### src/rtl/music_timer_pkg.sv
// Shared definitions for the note-duration timer: length codes, articulation
// and FSM encodings, and the length-code to sixteenth-step mapping.
package music_timer_pkg;

  localparam logic [3:0] LEN_NONE        = 4'd0;
  localparam logic [3:0] LEN_WHOLE       = 4'd1;
  localparam logic [3:0] LEN_HALF        = 4'd2;
  localparam logic [3:0] LEN_QUARTER     = 4'd3;
  localparam logic [3:0] LEN_EIGHTH      = 4'd4;
  localparam logic [3:0] LEN_DOT_HALF    = 4'd5;
  localparam logic [3:0] LEN_DOT_QUARTER = 4'd6;
  localparam logic [3:0] LEN_DOT_EIGHTH  = 4'd7;
  localparam logic [3:0] LEN_SIXTEENTH   = 4'd8;

  typedef enum logic [1:0] {
    ARTIC_LEGATO   = 2'd0,
    ARTIC_NORMAL   = 2'd1,
    ARTIC_STACCATO = 2'd2,
    ARTIC_REST     = 2'd3
  } artic_e;

  typedef enum logic {
    ST_IDLE = 1'b0,
    ST_PLAY = 1'b1
  } state_e;

  // Number of sixteenth steps for a length code; 0 marks a stop command.
  function automatic logic [4:0] len_to_steps(input logic [3:0] code);
    case (code)
      LEN_WHOLE:       len_to_steps = 5'd16;
      LEN_HALF:        len_to_steps = 5'd8;
      LEN_QUARTER:     len_to_steps = 5'd4;
      LEN_EIGHTH:      len_to_steps = 5'd2;
      LEN_DOT_HALF:    len_to_steps = 5'd12;
      LEN_DOT_QUARTER: len_to_steps = 5'd6;
      LEN_DOT_EIGHTH:  len_to_steps = 5'd3;
      LEN_SIXTEENTH:   len_to_steps = 5'd1;
      default:         len_to_steps = 5'd0;
    endcase
  endfunction

endpackage

### src/rtl/tick_prescaler.sv
// Step prescaler: counts 0..tick_len-1, holds when not enabled, flags the
// terminal count and exposes the next count for registered output decode.
module tick_prescaler #(
  parameter int unsigned TICK_W = 26
) (
  input  logic              clk,
  input  logic              rst_n,
  input  logic              clear,
  input  logic              en,
  input  logic [TICK_W-1:0] tick_len,
  output logic [TICK_W-1:0] count,
  output logic [TICK_W-1:0] count_nxt,
  output logic              wrap
);

  assign wrap = (count == tick_len - TICK_W'(1));

  always_comb begin
    count_nxt = count;
    if (clear)
      count_nxt = '0;
    else if (en)
      count_nxt = wrap ? '0 : count + TICK_W'(1);
  end

  always_ff @(posedge clk or negedge rst_n) begin
    if (!rst_n) count <= '0;
    else        count <= count_nxt;
  end

endmodule

### src/rtl/note_length_timer.sv
// Note-duration timer: accepts one note at a time, times it in sixteenth
// steps at a latched tempo, shapes the gate and pulses step/done events.
module note_length_timer
  import music_timer_pkg::*;
#(
  parameter int unsigned TICK_W = 26,
  parameter int unsigned STEP_W = 5
) (
  input  logic              clk,
  input  logic              rst_n,
  input  logic              note_valid,
  output logic              note_ready,
  input  logic [3:0]        length,
  input  logic [1:0]        artic,
  input  logic [TICK_W-1:0] tick_len,
  input  logic              pause,
  input  logic              abort,
  output logic              busy,
  output logic              gate,
  output logic              step_tick,
  output logic              note_done
);

  state_e              state_q, state_d;
  logic [STEP_W-1:0]   steps_q, steps_d, nsteps_q, nsteps_d;
  logic [TICK_W-1:0]   tlen_q, tlen_d;
  artic_e              artic_q, artic_d;

  logic [TICK_W-1:0]   cnt, cnt_nxt;
  logic                wrap, psc_clear, psc_en, moving;
  logic [STEP_W-1:0]   code_steps;
  logic [TICK_W-1:0]   tick_sat;
  logic                last, accept;
  logic                busy_d, gate_d, tick_d, done_d, wrap_nxt;

  tick_prescaler #(.TICK_W(TICK_W)) u_psc (
    .clk       (clk),
    .rst_n     (rst_n),
    .clear     (psc_clear),
    .en        (psc_en),
    .tick_len  (tlen_q),
    .count     (cnt),
    .count_nxt (cnt_nxt),
    .wrap      (wrap)
  );

  assign code_steps = STEP_W'(len_to_steps(length));
  assign tick_sat   = (tick_len == '0) ? TICK_W'(1) : tick_len;
  assign last       = (state_q == ST_PLAY) && wrap && (steps_q == STEP_W'(1));
  assign note_ready = (state_q == ST_IDLE) || (last && !pause);
  assign accept     = note_valid && note_ready && !abort;

  always_ff @(posedge clk or negedge rst_n) begin
    if (!rst_n) begin
      state_q   <= ST_IDLE;
      steps_q   <= '0;
      nsteps_q  <= '0;
      tlen_q    <= '0;
      artic_q   <= ARTIC_LEGATO;
      busy      <= 1'b0;
      gate      <= 1'b0;
      step_tick <= 1'b0;
      note_done <= 1'b0;
    end else begin
      state_q   <= state_d;
      steps_q   <= steps_d;
      nsteps_q  <= nsteps_d;
      tlen_q    <= tlen_d;
      artic_q   <= artic_d;
      busy      <= busy_d;
      gate      <= gate_d;
      step_tick <= tick_d;
      note_done <= done_d;
    end
  end

  // moving marks an edge that enters a new timed cycle; paused edges hold the
  // counters and never re-issue a tick, so events shift by the pause length.
  always_comb begin
    state_d   = state_q;
    steps_d   = steps_q;
    nsteps_d  = nsteps_q;
    tlen_d    = tlen_q;
    artic_d   = artic_q;
    psc_clear = 1'b0;
    psc_en    = 1'b0;
    moving    = 1'b0;
    if (abort) begin
      state_d   = ST_IDLE;
      psc_clear = 1'b1;
    end else if (accept) begin
      psc_clear = 1'b1;
      if (code_steps != '0) begin
        state_d  = ST_PLAY;
        steps_d  = code_steps;
        nsteps_d = code_steps;
        tlen_d   = tick_sat;
        artic_d  = artic_e'(artic);
        moving   = 1'b1;
      end else begin
        state_d = ST_IDLE;
      end
    end else if (state_q == ST_PLAY && !pause) begin
      if (last) begin
        state_d   = ST_IDLE;
        psc_clear = 1'b1;
      end else begin
        moving = 1'b1;
        psc_en = 1'b1;
        if (wrap) steps_d = steps_q - STEP_W'(1);
      end
    end
  end

  // Outputs are decoded from the values the next cycle will hold.
  always_comb begin
    busy_d   = (state_d == ST_PLAY);
    wrap_nxt = (cnt_nxt == tlen_d - TICK_W'(1));
    tick_d   = 1'b0;
    done_d   = 1'b0;
    gate_d   = 1'b0;
    if (state_d == ST_PLAY && moving) begin
      tick_d = wrap_nxt;
      done_d = wrap_nxt && (steps_d == STEP_W'(1));
      case (artic_d)
        ARTIC_LEGATO:   gate_d = 1'b1;
        ARTIC_NORMAL:   gate_d = !((steps_d == STEP_W'(1)) &&
                                   (cnt_nxt >= tlen_d - (tlen_d >> 2)));
        ARTIC_STACCATO: gate_d = (steps_d == nsteps_d);
        default:        gate_d = 1'b0;
      endcase
    end
  end

endmodule

### config.mk
export PLATFORM = sky130hd
export DESIGN_NAME = note_length_timer
export DESIGN_NICKNAME = d
export VERILOG_FILES = /design/src/rtl/music_timer_pkg.sv /design/src/rtl/tick_prescaler.sv /design/src/rtl/note_length_timer.sv
export SDC_FILE = /design/constraint.sdc
export NUM_CORES = 1
export LEC_CHECK = 0
export BUFFER_PORTS_ARGS = -buffer_cell sky130_fd_sc_hd__clkbuf_2
export CAP_MARGIN = 20
export CORE_MARGIN = 2
export CORE_UTILIZATION = 60
export CTS_BUF_LIST = sky130_fd_sc_hd__clkbuf_8
export DETAILED_ROUTE_END_ITERATION = 10
export PLACE_DENSITY = 0.9
export SLEW_MARGIN = 5
export SYNTH_ARGS = -nofsm -noshare
export SYNTH_HDL_FRONTEND = slang
export SYNTH_SLANG_ARGS = --single-unit
### constraint.sdc
create_clock -name clk -period 19 [get_ports clk]
set_input_delay 3.8 -clock clk [delete_from_list [all_inputs] [get_ports clk]]
set_output_delay 3.8 -clock clk [all_outputs]
set_load 0.05 [all_outputs]
==> summary.txt <==
Run status
  – Status: finished, final reports clean

Clock tree
  – TritonCTS Buffers: 9
  – Clk buf depth: 2
  – Post-CTS Hold Fix Bufs: 0
  – Post-CTS setup buffer count: 0
  – Worst-Skew Late Latency: 370 ps
  – H-tree depth: 3
  – Worst-path clk slew: 80 ps
  – CTS tree: built
  – Clk root buf: clkbuf_8
  – TritonCTS Sinks: 68
  – CTS resizes: 0

GRT
  – First-pass GRT wire length: 37470 um
  – Grt ovf: 0
  – Initial antenna violation count: 0
  – Largest net degree at the start of global routing: 69
  – Vias in the first global route: 7581
  – Total GRT Usage: 32.57%

Place
  – Final GP Congestion: 1.004
  – HPWL after detailed placement: 17330 um
  – Port Buffers: 41

Logic synthesis
  – Ys Warns: 0
  – Syn Inst Count: 997
  – Post-synthesis compound-gate area fraction: 20.82%
  – Sequential area share after synthesis: 21.33%
  – Top post-synthesis cells by area: dfrtp_1 21%, xnor2_1 9.0%, ha_1 7.7%
  – Mapped Area: 0.007979 mm2
  – Leading area contributor after synthesis: dfrtp_1
  – Syn avg cell area: 8.003 um2
  – Yosys cell types: 92
  – Main combinational cell family by area after synthesis: simple AND/OR/NAND/NOR gates
  – #FFs+latches synth: 68
  – Post-Syn Nets: 1083
  – Predominant post-synthesis flop cell: dfrtp_1
  – Post-synthesis simple-gate area fraction: 26.50%
  – Post-Synth XOR/XNOR Area: 12.47%
  – Synth top area share: 21.33%
  – Post-Synth Adder-Cell Area: 8.060%
  – Ys async rst share: 100.0%
  – EDFF count, synth: 0
  – Mux cell area share after synthesis: 5.285%

Run
  – Maxcap violations: 0

Detailed routing
  – Drt first pass iters: 7
  – WL/cell: 18.95 um
  – DR vias: 7876
  – DR vias/cell: 6.624
  – Initial detailed-routing violation count: 711
  – DR DRC count: 0
  – Post-route ant nets: 0
  – WL final: 22530 um

Timing
  – Final TNS setup: 0 ps
  – Fin. max-slew vios: 0
  – Clock Skew: 12.06 ps
  – RSZ-0062 raised after global routing: false
  – Slew HR: 33.02%
  – Tmin final: 10390 ps
  – Worst slew pin tran: 976.8 ps
  – Final setup fails: 0
  – Final Cycle Share: 54.68%
  – Final Hold Viols: 0
  – Fin Hold WS: 497.5 ps
  – Highest clock rate: 96.25 MHz

Power and ir drop
  – Switching Share: 47.82%
  – Switching power: 0.0004789 W
  – Leakage Power: 3.655 nW
  – Internal power: 0.0005224 W
  – Pwr Density: 118.3 mW/mm2
  – Flop pwr share: 21.3%
  – Clock power share: 16.5%
  – Max VDD drop: 0.04574 mV
  – Combinational Power Share: 62.1%

Critical path
  – WS Path Type: in -> reg
  – Startpoint types: primary input
  – Worst path most repeated cell: a21oi_1
  – CP Max Fanout: 59
  – CP Capture Type: register
  – Worst Path Arrival: 10680 ps
  – CP required: 19290 ps
  – Crit-path slowest cell: buf_4
  – Worst path max stage delay: 640 ps

Hold path
  – Min-delay worst type: reg -> reg

Floorplan
  – IO Count: 42
  – Die height: 119.3 um
  – Die Width: 119.3 um
  – CORE AREA: 0.01314 mm2
  – Initial Util: 60.73%
  – Site Rows: 42
  – Die area: 0.01424 mm2

Cells and area
  – Leading cell types in the layout, fill and taps excluded: 82 x nand2_1, 82 x xnor2_1, 79 x nor2_1
  – Area grow syn2layout: 6.100%
  – Final Net Count: 1094
  – Share of cells above drive strength 1: 10.37%
  – ANT cells: 0
[state kept, by name, indices dropped and copies added, names as in the netlist]
| signal | cells |
|---|---|
| tlen_q | 26 |
| u_psc.count | 26 |
| nsteps_q | 5 |
| steps_q | 5 |
| artic_q | 2 |
| gate | 1 |
| note_done | 1 |
| state_q | 1 |
| step_tick | 1 |
[cell families (layout without fill, tap and decap cells)]
group                      Yosys count  after routing
adders and majority gates           52             52
muxes                               40             40
DFF                                 68             68
xor gates and xnor gates           112            112
and+or+nand+nor                    389            389
buffers and inverters              102            118
AOI/OAI and AO/OA                  234            234
[worst paths after layout]
kind	endpoint	start	cells past startpoint	slack, ps
setup / recovery	gate	length[1]	36	8610
hold / removal	nsteps_q[4]	nsteps_q[4]	1	500
setup reg to reg	gate	tlen_q[1]	37	10290
hold reg to reg	nsteps_q[4]	nsteps_q[4]	1	500
max in group asynchronous	tlen_q[23]	rst_n	2	14770
min in group asynchronous	tlen_q[4]	rst_n	2	3630
[cells in the mapped netlist (all sizes together) (8+ instances only)]
master and count:
nor4 23, xor2 29, nor3 48, nand2b 14, a21oi 49, nand2 82
mux2i 36, buf 16, ha 49, a211oi 15, clkbuf 28, a31oi 15
and3 16, nor2b 12, a21o 25, inv 57, xnor2 82, o2111ai 8
dfrtp 68, o21ai 49, or3 21, nor2 79, nand4 15, o21a 8
nand3 25, o31ai 9
[routing by layer]
| layer | vias up | share of wire (%) | track usage, % |
|---|---|---|---|
| met5 | - | 0 | 0 |
| met4 | 0 | 3.7 | 16.32 |
| met3 | 71 | 9.5 | 4.502 |
| met2 | 437 | 46 | 51.83 |
| met1 | 3699 | 41 | 43.44 |
| li1 | 3669 | - | - |
[through the flow]
step	utilization, %	cell area (um2)	total power (W)	setup slack [ps]	std cells
floorplan	-	7979	0.0006892	9233	997
global placement	62.38	8195	0.0007992	8698	1172
detailed placement	62.38	8195	0.0008184	8363	1172
CTS	64.38	8458	0.0009860	8740	1188
global route	64.44	8466	0.001072	7948	1189
finish	64.44	8466	0.001001	8610	1189
[final cells by class]
class | instances | area (um2)
Multi-Input combinational cell | 827 | 5836
Inverter | 58 | 217.7
Tap cell | 176 | 220.2
Sequential cell | 68 | 1702
Fill cell | 1109 | 4672
Timing Repair Buffer | 44 | 227.7
Clock buffer | 9 | 123.9
Clock inverter | 7 | 138.9
[worst max-delay path, delay by kind of cell]
kind / cells / cell delay [ps]
AO/OA/AOI/OAI: 15 / 2860
XOR/XNOR: 1 / 180
AND/OR/NAND/NOR: 10 / 1420
buffers and inverters: 4 / 910
multiplexers: 2 / 550
adder cells (fa/ha/maj): 4 / 930
[power by group through the flow]
stage	registers, W	logic, W	clock network, W
6_report	0.000214	0.000622	0.000166
3_3_place_gp	0.000211	0.000588	0
2_1_floorplan	0.000185	0.000504	0
3_5_place_dp	0.000213	0.000606	0
4_1_cts	0.000210	0.000611	0.000164
5_1_grt	0.000217	0.000684	0.000171
Power figures use the tool's default switching activity.
